## src/rtl/mem_port_arbiter_if.sv

```systemverilog
// Signal bundle joining the fetch and data requesters, the arbiter and the shared memory port.
interface mem_port_arbiter_if #(
  parameter int ADDR_W = 32,
  parameter int DATA_W = 32
);
  // Handshakes: a requester holds x_req and its fields stable until x_gnt is 1 in the same cycle.
  // x_valid is a one-cycle result pulse. mem_req holds the latched fields until mem_ready is 1.
  logic              if_req;
  logic [ADDR_W-1:0] if_addr;
  logic              if_gnt;
  logic              if_valid;
  logic [DATA_W-1:0] if_rdata;
  logic              stall_if;

  logic                d_req;
  logic                d_we;
  logic [ADDR_W-1:0]   d_addr;
  logic [DATA_W-1:0]   d_wdata;
  logic [DATA_W/8-1:0] d_be;
  logic                d_gnt;
  logic                d_valid;
  logic [DATA_W-1:0]   d_rdata;

  logic                mem_req;
  logic                mem_we;
  logic [ADDR_W-1:0]   mem_addr;
  logic [DATA_W-1:0]   mem_wdata;
  logic [DATA_W/8-1:0] mem_be;
  logic                mem_ready;
  logic [DATA_W-1:0]   mem_rdata;

  modport slave (
    input  if_req, if_addr, d_req, d_we, d_addr, d_wdata, d_be, mem_ready, mem_rdata,
    output if_gnt, if_valid, if_rdata, stall_if, d_gnt, d_valid, d_rdata,
           mem_req, mem_we, mem_addr, mem_wdata, mem_be
  );

  modport master (
    output if_req, if_addr, d_req, d_we, d_addr, d_wdata, d_be, mem_ready, mem_rdata,
    input  if_gnt, if_valid, if_rdata, stall_if, d_gnt, d_valid, d_rdata,
           mem_req, mem_we, mem_addr, mem_wdata, mem_be
  );
endinterface

```

## src/rtl/mem_port_arbiter.sv

```systemverilog
// Arbitrates instruction fetch and load/store traffic onto one memory port, one transaction at a time,
// with data priority bounded by a fetch starvation counter.
module mem_port_arbiter #(
  parameter  int ADDR_W   = 32,
  parameter  int DATA_W   = 32,
  parameter  int MAX_WAIT = 4,
  localparam int CNT_W    = $clog2(MAX_WAIT + 1)
) (
  input  logic             clk,
  input  logic             reset,
  mem_port_arbiter_if.slave bus,
  output logic [1:0]       fsm_state,
  output logic [CNT_W-1:0] starve_cnt
);

  typedef enum logic [1:0] {
    IDLE    = 2'd0,
    BUSY_IF = 2'd1,
    BUSY_D  = 2'd2
  } state_t;

  localparam logic [CNT_W-1:0] CNT_MAX = CNT_W'(MAX_WAIT);

  state_t state;
  state_t state_nxt;

  logic grant_if;
  logic grant_d;
  logic done_if;
  logic done_d;

  logic                mem_we_q;
  logic [ADDR_W-1:0]   mem_addr_q;
  logic [DATA_W-1:0]   mem_wdata_q;
  logic [DATA_W/8-1:0] mem_be_q;
  logic                if_valid_q;
  logic                d_valid_q;
  logic [DATA_W-1:0]   if_rdata_q;
  logic [DATA_W-1:0]   d_rdata_q;

  // Data wins a tie unless fetch has already been passed over MAX_WAIT times.
  assign grant_d  = (state == IDLE) && bus.d_req && !(bus.if_req && (starve_cnt >= CNT_MAX));
  assign grant_if = (state == IDLE) && bus.if_req && !grant_d;
  assign done_if  = (state == BUSY_IF) && bus.mem_ready;
  assign done_d   = (state == BUSY_D) && bus.mem_ready;

  always_ff @(posedge clk or negedge reset) begin
    if (!reset) state <= IDLE;
    else        state <= state_nxt;
  end

  always_comb begin
    state_nxt = state;
    case (state)
      IDLE: begin
        if (grant_d)       state_nxt = BUSY_D;
        else if (grant_if) state_nxt = BUSY_IF;
      end
      BUSY_IF, BUSY_D: begin
        if (bus.mem_ready) state_nxt = IDLE;
      end
      default: state_nxt = IDLE;
    endcase
  end

  always_comb begin
    bus.if_gnt    = grant_if;
    bus.d_gnt     = grant_d;
    bus.stall_if  = bus.if_req && !grant_if;
    bus.mem_req   = (state == BUSY_IF) || (state == BUSY_D);
    bus.mem_we    = mem_we_q;
    bus.mem_addr  = mem_addr_q;
    bus.mem_wdata = mem_wdata_q;
    bus.mem_be    = mem_be_q;
    bus.if_valid  = if_valid_q;
    bus.if_rdata  = if_rdata_q;
    bus.d_valid   = d_valid_q;
    bus.d_rdata   = d_rdata_q;
  end

  assign fsm_state = state;

  always_ff @(posedge clk or negedge reset) begin
    if (!reset) begin
      starve_cnt <= '0;
    end else if (grant_if) begin
      starve_cnt <= '0;
    end else if (grant_d && bus.if_req && (starve_cnt != CNT_MAX)) begin
      starve_cnt <= starve_cnt + CNT_W'(1);
    end
  end

  // Transaction fields are captured only at grant, so they stay frozen for the whole busy phase.
  always_ff @(posedge clk or negedge reset) begin
    if (!reset) begin
      mem_we_q    <= 1'b0;
      mem_addr_q  <= '0;
      mem_wdata_q <= '0;
      mem_be_q    <= '0;
      if_valid_q  <= 1'b0;
      d_valid_q   <= 1'b0;
      if_rdata_q  <= '0;
      d_rdata_q   <= '0;
    end else begin
      if (grant_d) begin
        mem_we_q    <= bus.d_we;
        mem_addr_q  <= bus.d_addr;
        mem_wdata_q <= bus.d_wdata;
        mem_be_q    <= bus.d_be;
      end else if (grant_if) begin
        mem_we_q    <= 1'b0;
        mem_addr_q  <= bus.if_addr;
        mem_wdata_q <= '0;
        mem_be_q    <= '0;
      end
      if_valid_q <= done_if;
      d_valid_q  <= done_d;
      if (done_if)              if_rdata_q <= bus.mem_rdata;
      if (done_d && !mem_we_q)  d_rdata_q  <= bus.mem_rdata;
    end
  end

endmodule

```

## src/flat_wrapper.sv

```systemverilog
// flat-port wrapper written by rule: the top's interface ports become plain ports
module mem_port_arbiter_flat 
#(
  parameter  int ADDR_W   = 32,
  parameter  int DATA_W   = 32,
  parameter  int MAX_WAIT = 4,
  localparam int CNT_W    = $clog2(MAX_WAIT + 1)
)
  (clk, reset, fsm_state, starve_cnt, bus_if_req, bus_if_addr, bus_d_req, bus_d_we, bus_d_addr, bus_d_wdata, bus_d_be, bus_mem_ready, bus_mem_rdata, bus_if_gnt, bus_if_valid, bus_if_rdata, bus_stall_if, bus_d_gnt, bus_d_valid, bus_d_rdata, bus_mem_req, bus_mem_we, bus_mem_addr, bus_mem_wdata, bus_mem_be);
  mem_port_arbiter_if #(.ADDR_W(ADDR_W), .DATA_W(DATA_W)) bus_i ();
  input  logic clk;
  input  logic reset;
  output logic [1:0] fsm_state;
  output logic [CNT_W-1:0] starve_cnt;
  input wire logic [$bits(bus_i.if_req)-1:0] bus_if_req;
  input wire logic [$bits(bus_i.if_addr)-1:0] bus_if_addr;
  input wire logic [$bits(bus_i.d_req)-1:0] bus_d_req;
  input wire logic [$bits(bus_i.d_we)-1:0] bus_d_we;
  input wire logic [$bits(bus_i.d_addr)-1:0] bus_d_addr;
  input wire logic [$bits(bus_i.d_wdata)-1:0] bus_d_wdata;
  input wire logic [$bits(bus_i.d_be)-1:0] bus_d_be;
  input wire logic [$bits(bus_i.mem_ready)-1:0] bus_mem_ready;
  input wire logic [$bits(bus_i.mem_rdata)-1:0] bus_mem_rdata;
  output wire logic [$bits(bus_i.if_gnt)-1:0] bus_if_gnt;
  output wire logic [$bits(bus_i.if_valid)-1:0] bus_if_valid;
  output wire logic [$bits(bus_i.if_rdata)-1:0] bus_if_rdata;
  output wire logic [$bits(bus_i.stall_if)-1:0] bus_stall_if;
  output wire logic [$bits(bus_i.d_gnt)-1:0] bus_d_gnt;
  output wire logic [$bits(bus_i.d_valid)-1:0] bus_d_valid;
  output wire logic [$bits(bus_i.d_rdata)-1:0] bus_d_rdata;
  output wire logic [$bits(bus_i.mem_req)-1:0] bus_mem_req;
  output wire logic [$bits(bus_i.mem_we)-1:0] bus_mem_we;
  output wire logic [$bits(bus_i.mem_addr)-1:0] bus_mem_addr;
  output wire logic [$bits(bus_i.mem_wdata)-1:0] bus_mem_wdata;
  output wire logic [$bits(bus_i.mem_be)-1:0] bus_mem_be;
  assign bus_i.if_req = bus_if_req;
  assign bus_i.if_addr = bus_if_addr;
  assign bus_i.d_req = bus_d_req;
  assign bus_i.d_we = bus_d_we;
  assign bus_i.d_addr = bus_d_addr;
  assign bus_i.d_wdata = bus_d_wdata;
  assign bus_i.d_be = bus_d_be;
  assign bus_i.mem_ready = bus_mem_ready;
  assign bus_i.mem_rdata = bus_mem_rdata;
  assign bus_if_gnt = bus_i.if_gnt;
  assign bus_if_valid = bus_i.if_valid;
  assign bus_if_rdata = bus_i.if_rdata;
  assign bus_stall_if = bus_i.stall_if;
  assign bus_d_gnt = bus_i.d_gnt;
  assign bus_d_valid = bus_i.d_valid;
  assign bus_d_rdata = bus_i.d_rdata;
  assign bus_mem_req = bus_i.mem_req;
  assign bus_mem_we = bus_i.mem_we;
  assign bus_mem_addr = bus_i.mem_addr;
  assign bus_mem_wdata = bus_i.mem_wdata;
  assign bus_mem_be = bus_i.mem_be;
  mem_port_arbiter #(.ADDR_W(ADDR_W), .DATA_W(DATA_W), .MAX_WAIT(MAX_WAIT)) u_core (.clk(clk), .reset(reset), .bus(bus_i), .fsm_state(fsm_state), .starve_cnt(starve_cnt));
endmodule
```

## config.mk

```make
export PLATFORM = sky130hd
export DESIGN_NAME = mem_port_arbiter_flat
export DESIGN_NICKNAME = d
export VERILOG_FILES = /design/src/rtl/mem_port_arbiter_if.sv /design/src/rtl/mem_port_arbiter.sv /design/src/flat_wrapper.sv
export SDC_FILE = /design/constraint.sdc
export NUM_CORES = 1
export LEC_CHECK = 0
export BUFFER_PORTS_ARGS = -buffer_cell sky130_fd_sc_hd__buf_2
export CAP_MARGIN = 0
export CORE_AREA = 2 2 112 114
export CTS_CLUSTER_SIZE = 10
export DETAILED_ROUTE_END_ITERATION = 8
export DIE_AREA = 0 0 114 116
export GPL_TIMING_DRIVEN = 0
export PLACE_DENSITY = 0.87
export SLEW_MARGIN = 20
export SYNTH_ARGS = -nofsm -noshare
export SYNTH_HDL_FRONTEND = slang
export SYNTH_SLANG_ARGS = --single-unit
```

## constraint.sdc

```tcl
create_clock -name clk -period 3.9 [get_ports clk]
set_input_delay 0.39 -clock clk [delete_from_list [all_inputs] [get_ports clk]]
set_output_delay 0.39 -clock clk [all_outputs]
set_load 0.1 [all_outputs]
```

### Yosys cells after proc, flatten, opt, wreduce, memory -nomap -nowiden

Cells that the tools add are included.

* register bits after elaboration: 140
* output and inout port bits: 144
* word-level logic and storage cells: 52

* reduce and logical (&&, ||, !) cells: 21
* add/sub/neg operators: 1
* equal/unequal tests: 5
* order comparisons: 1
* mux-type cells: 14

Operators by type and width (count)
* 2-to-1 mux 32 bit: 4
* logical AND 1 bit: 11
* 2-to-1 mux 4 bit: 2
* 2-to-1 mux 2 bit: 3
* 2-to-1 mux 3 bit: 2
* zero test 1 bit: 4
* case mux 2 bit (2 select lines): 1
* nonzero test 2 bit: 2
* adder 3 x 1 -> 3 bit, second input constant: 1
* greater-or-equal comparator 3 bit, second input constant: 1
* != test 3 x 1 -> 1 bit, second input constant: 1
* != test 3 bit, second input constant: 1
* == test 2 x 1 -> 1 bit, second input constant: 1
* == test 2 bit, second input constant: 1
* zero test 2 bit: 1
* 2-to-1 mux 1 bit: 2
* != test 2 bit, second input constant: 1
* AND reduction 2 bit: 1
* OR reduction 2 bit: 1
* logical OR 1 bit: 1

### Logic depth before layout (Yosys ltp)

Gate-level depths: netlist of run 1.

* word-level depth: 9
* gate-level depth with buffers: 7
* gate-level depth less buffers: 5

### Worst setup path before layout of run 1

No wires, ideal clock.

* path type: register to output
* from: register u_core.state[0] (netlist: u_core.fsm_state[0])
* to: output bus_if_gnt
* path slack: 419 ps
* stages on the path, launching flop included: 7
* data arrival time: 3091 ps
* cell sequence: dfrtp_1 > inv_1 > ha_1 > nand2_1 > nor2_4 > buf_6 > nor2_1

* longest elaborated chain between the ends: 5

RTL lines
* start, declared: line mem_port_arbiter.sv:24 `state_t state;`
* start signal, assigned: line mem_port_arbiter.sv:49 `else state <= state_nxt;`
* zero test 2 bit: line mem_port_arbiter.sv:42 `assign grant_d = (state == IDLE) && bus.d_req && !(bus.if_req && (starve_cnt >= CNT_MAX));`
* logical AND 1 bit (2 in series): line mem_port_arbiter.sv:42
* via bus_d_gnt: line flat_wrapper.sv:28 `output wire logic [$bits(bus_i.d_gnt)-1:0] bus_d_gnt;`
* zero test 1 bit: line mem_port_arbiter.sv:43 `assign grant_if = (state == IDLE) && bus.if_req && !grant_d;`
* logical AND 1 bit: line mem_port_arbiter.sv:43
* end, declared: line flat_wrapper.sv:24 `output wire logic [$bits(bus_i.if_gnt)-1:0] bus_if_gnt;`

The timed path passes the listed nets, and every way through them passes these cells.

### Worst setup path in the final report of run 1

* from: register u_core.state[1] (netlist: u_core.fsm_state[1])
* to: output bus_d_gnt

* longest elaborated chain between the ends: 3

RTL lines (line)
* zero test 2 bit: mem_port_arbiter.sv:42
* logical AND 1 bit (2 in series): mem_port_arbiter.sv:42
* end, declared: flat_wrapper.sv:28

No other way between the ends.

==> summary.md, run 1 <==
| Metric | Value |
|---|---|
| HP Class | `in2reg` |
| Die Y | `116 µm` |
| Mean area per synthesized cell | `13.11 µm²` |
| Post-Syn Nets | `595` |
| Clock transition at path regs | `60 ps` |
| CTS Root Cell | `clkbuf_16` |
| Yosys top cell area share | `0.5911` |
| Synthesized flop and latch total | `140` |
| Design area | `0.008174 mm²` |
| Final setup TNS | `0 ps` |
| Port buffer count | `279` |
| Final Setup Violations | `0` |
| Top-count cell post-synth | `dfrtp_1` |
| Placed cell areas | `around 0.0075 mm²` |
| Synth area leaders | `dfrtp_1 (59%), mux2_4 (7.6%), mux2_2 (6.5%)` |
| Worst hold path depth | `2` |
| Slew HR | `0.6564` |
| Die W | `114 µm` |
| Post-synth top area cell | `dfrtp_1` |
| Post-synth ARST share | `1.000` |
| Post-synth EDFFs | `0` |
| Pins Over Slew Limit | `0` |
| Netlist cell types | `25` |
| H-Tree Depth | `4` |
| Post-synth top flop | `dfrtp_1` |
| Gr ovfl total | `0` |
| CTS resizes | `0` |
| # DRC | `0` |
| Post-CTS setup repair buffer count | `0` |
| Max-cap viol count | `0` |
| Fmax | `377.7 MHz` |
| Drt pass-1 iters | `5` |
| Clk_skew | `10.62 ps` |
| Final setup margin | `1252 ps` |
| Worst-Skew Late Latency | `420 ps` |
| Crit path DAT | `2260 ps` |
| Total CTS buffers | `17` |
| Layout cell share with drive strength beyond 1 | `0.5386` |
| Iter 0 DRT Violations | `511` |
| Total GRT Usage | `0.2562` |
| Critical path capture point type | `output port` |
| Pre-CTS WS | `1665 ps` |
| First-pass GRT wire length | `26100 µm` |
| TritonCTS clock tree | `built` |
| CP startpoint kind | `flip-flop` |
| Nets | `895` |
| Synth top cells by count | `dfrtp_1 (140), a22o_1 (38), o21ai_0 (37)` |
| Mapped cell area | `0.005927 mm²` |
| Core ar. | `0.01191 mm²` |
| Setup CP Type | `reg2out` |
| Rows | `40` |
| Clk buf depth | `2` |
| Required @ worst endpoint | `3510 ps` |
| Tmin final | `2648 ps` |
| Final Wtd Congestion | `a little under 1` |
| Ys Warns | `0` |
| Num ports | `around 280` |
| Outcome | `finished clean` |
| Number of antenna violations at the first check in global routing | `0` |
| Worst-path fanout max | `10` |
| HPWL Detailed | `12360 µm` |
| Antenna cells | `0` |
| Vias per inst | `5.680` |
| Worst Tran Pin Value | `518.9 ps` |
| Final hold viol count | `0` |
| Area Growth Syn to Fin | `37.91%` |
| Number of non-filler instances in the completed layout | `912` |
| Clk sinks | `140` |
| Via count of the first global-routing pass | `5180` |
| Cell count after synthesis | `452` |
| Fin crit share | `0.6790` |
| Routed WL | `17050 µm` |
| Hold Buf Count CTS | `1` |
| Cells after DPL | `879` |
| WL/cell | `roughly 19 µm` |
| Worst r2r path cells | `6` |
| RSZ-0062 raised after global routing | `no` |
| Post-DRT Antenna Nets | `0` |
| Sequential-to-total area share from yosys stat | `0.5911` |
| Die area | `0.01322 mm²` |
| Largest net degree at the start of global routing | `86` |
| Routed via count | `5180` |
| Initial core utilization | `0.4976` |
sequential cells by signal (all words and copies together) (netlist names):
name and cells:
u_core.bus.if_rdata 32, u_core.bus.mem_wdata 32, u_core.bus.mem_be 4, u_core.bus.mem_addr 32, u_core.bus.if_valid 1, u_core.fsm_state 2
u_core.starve_cnt 3, u_core.bus.mem_we 1, u_core.bus.d_valid 1, u_core.bus.d_rdata 32
worst paths after layout:
path | start | to | slack, ps
max reg2reg | u_core.fsm_state[1] | u_core.bus.mem_addr[25] | 2180
min reg2reg | u_core.bus.mem_wdata[1] | u_core.bus.mem_wdata[1] | 500
max in group asynchronous | reset | u_core.bus.if_rdata[7] | 2670
max | u_core.fsm_state[1] | bus_d_gnt | 1250
min | bus_d_wdata[0] | u_core.bus.mem_wdata[0] | 190
min in group asynchronous | reset | u_core.bus.d_rdata[25] | 490
through the flow:
| stage | hold slack, ps | utilization |
|---|---|---|
| finish | 188.5 | 0.6862 |
| floorplan | 94.41 | - |
| global route | 177.1 | 0.6862 |
| CTS | 172.8 | 0.6862 |
| global placement | 477.6 | 0.6303 |
| detailed placement | 340.5 | 0.6334 |
worst max-delay path, stage by stage, from the launching register on:
cell and delay, ps:
dfrtp_1 410, inv_1 100, ha_1 200, nand2_1 240, nor2_4 270, buf_6 180
buf_2 440
logic make-up after synthesis:
kind of cell	share of synthesized area
compound gates	0.1729
fa+ha+maj	0.01056
buf+inv	0.05045
flops	0.5911
mux	0.1406
simple gates	0.03441
per-layer routing:
layer	global-route usage	up-vias	wire length, µm
li1	-	2288	-
met1	0.3090	2553	6654
met2	0.4313	298	8690
met3	0.07584	41	1290
met4	0.1098	0	412
met5	0	-	0
layout make-up:
type	count	area [µm²]
buffer	43	265.3
tap	147	183.9
sequential	140	3503
timing repair buffer	281	1444
clock buffer	21	480.5
multi-input combinational	260	2125
clock inverter	11	138.9
inverter	9	33.78
fill	850	3737
cell usage in the layout, fill, tap and decap left out, drive strengths merged, types with 7 or more instances in the layout:
cell type,n
clkbuf,33
dfrtp,140
nand2,7
a31oi,32
a22o,38
o2111ai,32
o21ai,38
nor2,34
inv,10
mux2,64
buf,311
Power of run 1 is left out: the tool's default activity adds up to more than one toggle a clock period on the data nets, which glitch-free logic cannot reach.
==> run 2, diff against run 1 <==
--- a/config.mk
+++ b/config.mk
@@ -7,12 +7,12 @@
 export LEC_CHECK = 0
 export BUFFER_PORTS_ARGS = -buffer_cell sky130_fd_sc_hd__buf_2
 export CAP_MARGIN = 0
-export CORE_AREA = 2 2 112 114
+export CORE_AREA = 2 2 116 118
 export CTS_CLUSTER_SIZE = 10
 export DETAILED_ROUTE_END_ITERATION = 8
-export DIE_AREA = 0 0 114 116
+export DIE_AREA = 0 0 118 120
 export GPL_TIMING_DRIVEN = 0
-export PLACE_DENSITY = 0.87
+export PLACE_DENSITY = 0.81
 export SLEW_MARGIN = 20
 export SYNTH_ARGS = -nofsm -noshare
 export SYNTH_HDL_FRONTEND = slang
==> constraint.sdc (replaced) <==
create_clock -name clk -period 2.6 [get_ports clk]
set_input_delay 0.26 -clock clk [delete_from_list [all_inputs] [get_ports clk]]
set_output_delay 0.26 -clock clk [all_outputs]
set_load 0.1 [all_outputs]
==> summary.md, run 2 (synthesis gave the netlist of run 1 again) <==
| Metric | Value |
|---|---|
| Largest net degree at the start of global routing | `75` |
| Nets | `between 800 and 900` |
| Number of antenna violations at the first check in global routing | `2` |
| Routed WL | `16700 µm` |
| Antenna cells | `0` |
| Cells after DPL | `around 910` |
| H-Tree Depth | `4` |
| Final Wtd Congestion | `0.8654` |
| Tmin final | `around 2400 ps` |
| Num ports | `282` |
| Required @ worst endpoint | `between 2000 and 2500 ps` |
| Core ar. | `around 0.013 mm²` |
| Slew HR | `0.6470` |
| Max incr delay on CP | `420 ps` |
| WHS | `62.67 ps` |
| Total CTS buffers | `17` |
| Number of non-filler instances in the completed layout | `941` |
| Commonest non-fill, non-tap cell in the layout | `buf_2` |
| Die area | `between 0.01 and 0.015 mm²` |
| Rows | `42` |
| RSZ-0062 raised after global routing | `no` |
| TritonCTS clock tree | `built` |
| CP startpoint kind | `flip-flop` |
| CTS Root Cell | `clkbuf_16` |
| CP most frequent cell | `nor2_4` |
| Iter 0 DRT Violations | `around 390` |
| Clk buf depth | `2` |
| Final Setup Violations | `0` |
| WL/cell | `~18 µm` |
| Critical path capture point type | `output port` |
| Most frequent cells in the layout | `buf_2 (296), dfrtp_1 (140), a22o_1 (38), o21ai_0 (37), mux2_2 (34)` |
| Final hold viol count | `0` |
| Pins Over Slew Limit | `0` |
| Vias per inst | `5.395` |
| First-pass GRT wire length | `26010 µm` |
| Final setup TNS | `0 ps` |
| Fmax | `between 400 and 500 MHz` |
| Gr ovfl total | `0` |
| Area Growth Syn to Fin | `38.00%` |
| Fin crit share | `0.9307` |
| Post-CTS setup repair buffer count | `0` |
| Total GRT Usage | `0.2334` |
| # DRC | `0` |
| CP max stage cell | `buf_2` |
| Worst Tran Pin Value | `533.2 ps` |
| Port buffer count | `279` |
| Fillers | `1031` |
| Via count of the first global-routing pass | `5021` |
| Setup CP Type | `reg2out` |
| Max-cap viol count | `0` |
| Clk_skew | `7.961 ps` |
| HPWL Detailed | `approximately 12000 µm` |
| Layout cell share with drive strength beyond 1 | `0.5386` |
| Worst-Skew Late Latency | `410 ps` |
| CP cell instances | `inv_1 -> ha_1 -> nand2_1 -> nor2_4 -> buf_6 -> nor2_4 -> buf_2` |
| Worst-path fanout max | `10` |
| Post-DRT Antenna Nets | `0` |
| Crit path DAT | `2160 ps` |
| Clk sinks | `140` |
| Die Y | `120 µm` |
| Die W | `118 µm` |
| Initial core utilization | `0.4566` |
| Clock transition at path regs | `60 ps` |
| HP Class | `in2reg` |
| Routed via count | `5077` |
| Outcome | `finished clean` |
| Drt pass-1 iters | `5` |
[run 2: area by class of cell]
cell class,instances,area (µm²),area share
Buffer,43,265.3,0.03243
Clock buffer,19,432.9,0.05293
Clock inverter,13,141.4,0.01729
Inverter,9,33.78,0.004130
Multi-Input combinational cell,260,2133,0.2608
Sequential cell,140,3503,0.4283
Tap cell,176,220.2,0.02692
Timing Repair Buffer,281,1449,0.1771
[run 2: stage by stage]
step / instance area (µm²) / setup WS, ps / utilization
detailed placement: 7590 / 557.3 / 0.5847
floorplan: 5936 / 24.68 / -
finish: 8179 / 180.3 / 0.6301
global route: 8179 / 13.43 / 0.6301
CTS: 8174 / 90.87 / 0.6297
global placement: 7552 / -508.4 / 0.5818
[run 2: timing repair]
item,CTS,global route
hold buffers,1,0
endpoints found under the setup margin,0,2
hold endpoints to repair,66,0
resized for setup,0,2
[run 2: metal layers]
layer	global-route usage	wire length [µm]	vias up
met5	0	13	-
met4	0.08057	340	2
met3	0.06892	1401	36
met2	0.3943	8395	271
met1	0.2865	6548	2489
li1	-	-	2279
[run 2: worst max-delay path, delay by kind of cell, from the launching register on]
| kind | cells | cell delay [ps] |
|---|---|---|
| fa+ha+maj | 1 | 230 |
| buf+inv | 3 | 660 |
| flops | 1 | 410 |
| simple gates | 3 | 440 |
[run 2: final timing paths]
| kind | from | cells after the start | end | slack, ps |
|---|---|---|---|---|
| hold reg to reg | u_core.bus.mem_wdata[22] | 1 | u_core.bus.mem_wdata[22] | 500 |
| max in group asynchronous | reset | 3 | u_core.bus.mem_addr[31] | 1470 |
| setup / recovery | u_core.fsm_state[0] | 7 | bus_if_gnt | 180 |
| setup reg to reg | u_core.fsm_state[1] | 5 | u_core.bus.if_rdata[22] | 860 |
| hold / removal | bus_d_wdata[29] | 2 | u_core.bus.mem_wdata[29] | 60 |
| min in group asynchronous | reset | 2 | u_core.bus.d_rdata[12] | 390 |
Power of run 2 is left out for the same reason.
==> run 3, diff against run 2 <==
--- a/config.mk
+++ b/config.mk
@@ -7,12 +7,13 @@
 export LEC_CHECK = 0
 export BUFFER_PORTS_ARGS = -buffer_cell sky130_fd_sc_hd__buf_2
 export CAP_MARGIN = 0
-export CORE_AREA = 2 2 116 118
+export CORE_AREA = 2 2 115 117
+export CTS_BUF_LIST = sky130_fd_sc_hd__clkbuf_2
 export CTS_CLUSTER_SIZE = 10
 export DETAILED_ROUTE_END_ITERATION = 8
-export DIE_AREA = 0 0 118 120
+export DIE_AREA = 0 0 117 119
 export GPL_TIMING_DRIVEN = 0
-export PLACE_DENSITY = 0.81
+export PLACE_DENSITY = 0.83
 export SLEW_MARGIN = 20
 export SYNTH_ARGS = -nofsm -noshare
 export SYNTH_HDL_FRONTEND = slang
==> summary.md, run 3 (synthesis gave the netlist of run 1 again) <==
| Metric | Value |
|---|---|
| Outcome | `finished clean` |
| Final Setup Violations | `0` |
| Tmin final | `between 2000 and 2500 ps` |
| Worst Tran Pin Value | `563.5 ps` |
| Reg2reg end | `u_core.bus.mem_addr[12]` |
| Highest Signal Layer | `met4` |
| Critical path capture point type | `output port` |
| R2R Setup Slk | `190 ps` |
| CTS Root Cell | `clkbuf_2` |
| Clk buf depth | `2` |
| Num ports | `282` |
| Worst-path fanout max | `10` |
| Clk_skew | `22.11 ps` |
| Max-cap viol count | `0` |
| HP Class | `in2async` |
| Area Growth Syn to Fin | `55.60%` |
| Commonest non-fill, non-tap cell in the layout | `buf_2` |
| Design area | `0.009223 mm²` |
| Routed WL | `20210 µm` |
| WL/cell | `18.64 µm` |
| First-pass GRT wire length | `31280 µm` |
| Met1 WL | `7589 µm` |
| Layout cell share with drive strength beyond 1 | `0.4570` |
| Most frequent cells in the layout | `buf_2 (294), dlygate4sd3_1 (142), dfrtp_1 (140), a22o_1 (38), o21ai_0 (36)` |
| Iter 0 DRT Violations | `453` |
| Met3 Routed Length | `1497 µm` |
| Port buffer count | `279` |
| Final hold viol count | `0` |
| Fin crit share | `0.9498` |
| CP startpoint | `u_core.fsm_state[0]` |
| CP startpoint kind | `flip-flop` |
| HPWL Detailed | `11540 µm` |
| Required @ worst endpoint | `2340 ps` |
| # DRC | `0` |
| Reg-to-reg startpoint | `u_core.fsm_state[0]` |
| Drt pass-1 iters | `7` |
| Routed wl met2 | `10150 µm` |
| Number of antenna violations at the first check in global routing | `2` |
| Final setup TNS | `0 ps` |
| Rows | `42` |
| Placed cell areas | `about 0.0076 mm²` |
| Die area | `between 0.01 and 0.015 mm²` |
| Core ar. | `0.01287 mm²` |
| WHS | `between 70 and 80 ps` |
| Worst r2r path cells | `7` |
| H-Tree Depth | `4` |
| Crit path DAT | `2210 ps` |
| Initial core utilization | `0.4603` |
| Pins Over Slew Limit | `0` |
| Die W | `about 120 µm` |
| Post-DRT Antenna Nets | `0` |
| Worst-Skew Late Latency | `approximately 700 ps` |
| TritonCTS clock tree | `built` |
| Die Y | `approximately 120 µm` |
| Slew HR | `0.6243` |
| Clk sinks | `140` |
| Via count of the first global-routing pass | `6148` |
| Setup CP Type | `reg2out` |
| Total GRT Usage | `0.2946` |
| Largest net degree at the start of global routing | `74` |
| Nets | `around 1000` |
| Vias per inst | `5.482` |
| RSZ-0062 raised after global routing | `no` |
| Total CTS buffers | `17` |
| Clock transition at path regs | `~210 ps` |
| Fmax | `405.0 MHz` |
| Gr ovfl total | `0` |
| Routed via count | `5942` |
| Final Wtd Congestion | `approximately 0.91` |
[run 3: cell types whose count changed in the layout (fill, tap and decap cells not counted), moves of 2 or more]
cell / delta
clkbuf_16: -17
diode_2: +2
clkinv_1: +3
clkinvlp_4: -4
buf_6: +2
clkbuf_2: +22
buf_2: -2
inv_6: -3
nand2_1: -2
dlygate4sd3_1: +141
clkbuf_1: -2
bufinv_16: -2
[run 3: metrics by stage]
stage | cells | utilization | setup slack [ps]
after floorplan | 452 | - | 24.68
after detailed placement | 908 | 0.5895 | 531.9
after CTS | 1082 | 0.7146 | 1.395
after global placement | 907 | 0.5866 | -614.6
final | 1084 | 0.7163 | 130.6
after global routing | 1084 | 0.7163 | 5.251
[run 3: how the worst max path moves through the flow]
stage	endpoint	depth (start not counted)	slack, ps
floorplan	bus_if_gnt	6	20
global placement	u_core.bus.mem_wdata[7]	1	-610
detailed placement	bus_d_gnt	6	530
CTS	bus_if_gnt	6	1
global route	bus_if_gnt	6	5
finish	bus_if_gnt	6	130
[run 3: cell type report]
class	count	area, µm²
Fill cell	804	3652
Sequential cell	140	3503
Timing Repair Buffer	423	2885
Multi-Input combinational cell	260	2147
Buffer	43	267.8
Tap cell	176	220.2
Clock buffer	22	110.1
Clock inverter	9	50.05
Inverter	9	33.78
Antenna cell	2	5.005
[run 3: worst max-delay path, stage by stage (launching register included)]
cell and delay [ps]:
dfrtp_1 460, inv_1 100, ha_1 250, clkbuf_4 250
nand2_2 120, nor2_4 100, buf_6 230
[run 3: what timing repair did]
action                                 in CTS  in global routing
gates resized for setup                     8                  5
endpoints found under the hold margin     279                  0
hold buffers                              142                  0
pin swaps                                   1                  0
setup endpoints to repair                   3                  2
buffers inserted                            1                  0
[run 3: metal layers]
metal / global-route usage / vias up
li1: - / 2581
met1: 0.3376 / 2840
met2: 0.4957 / 424
met3: 0.07684 / 97
met4: 0.1618 / 0
met5: 0 / -
Power of run 3 is left out for the same reason.
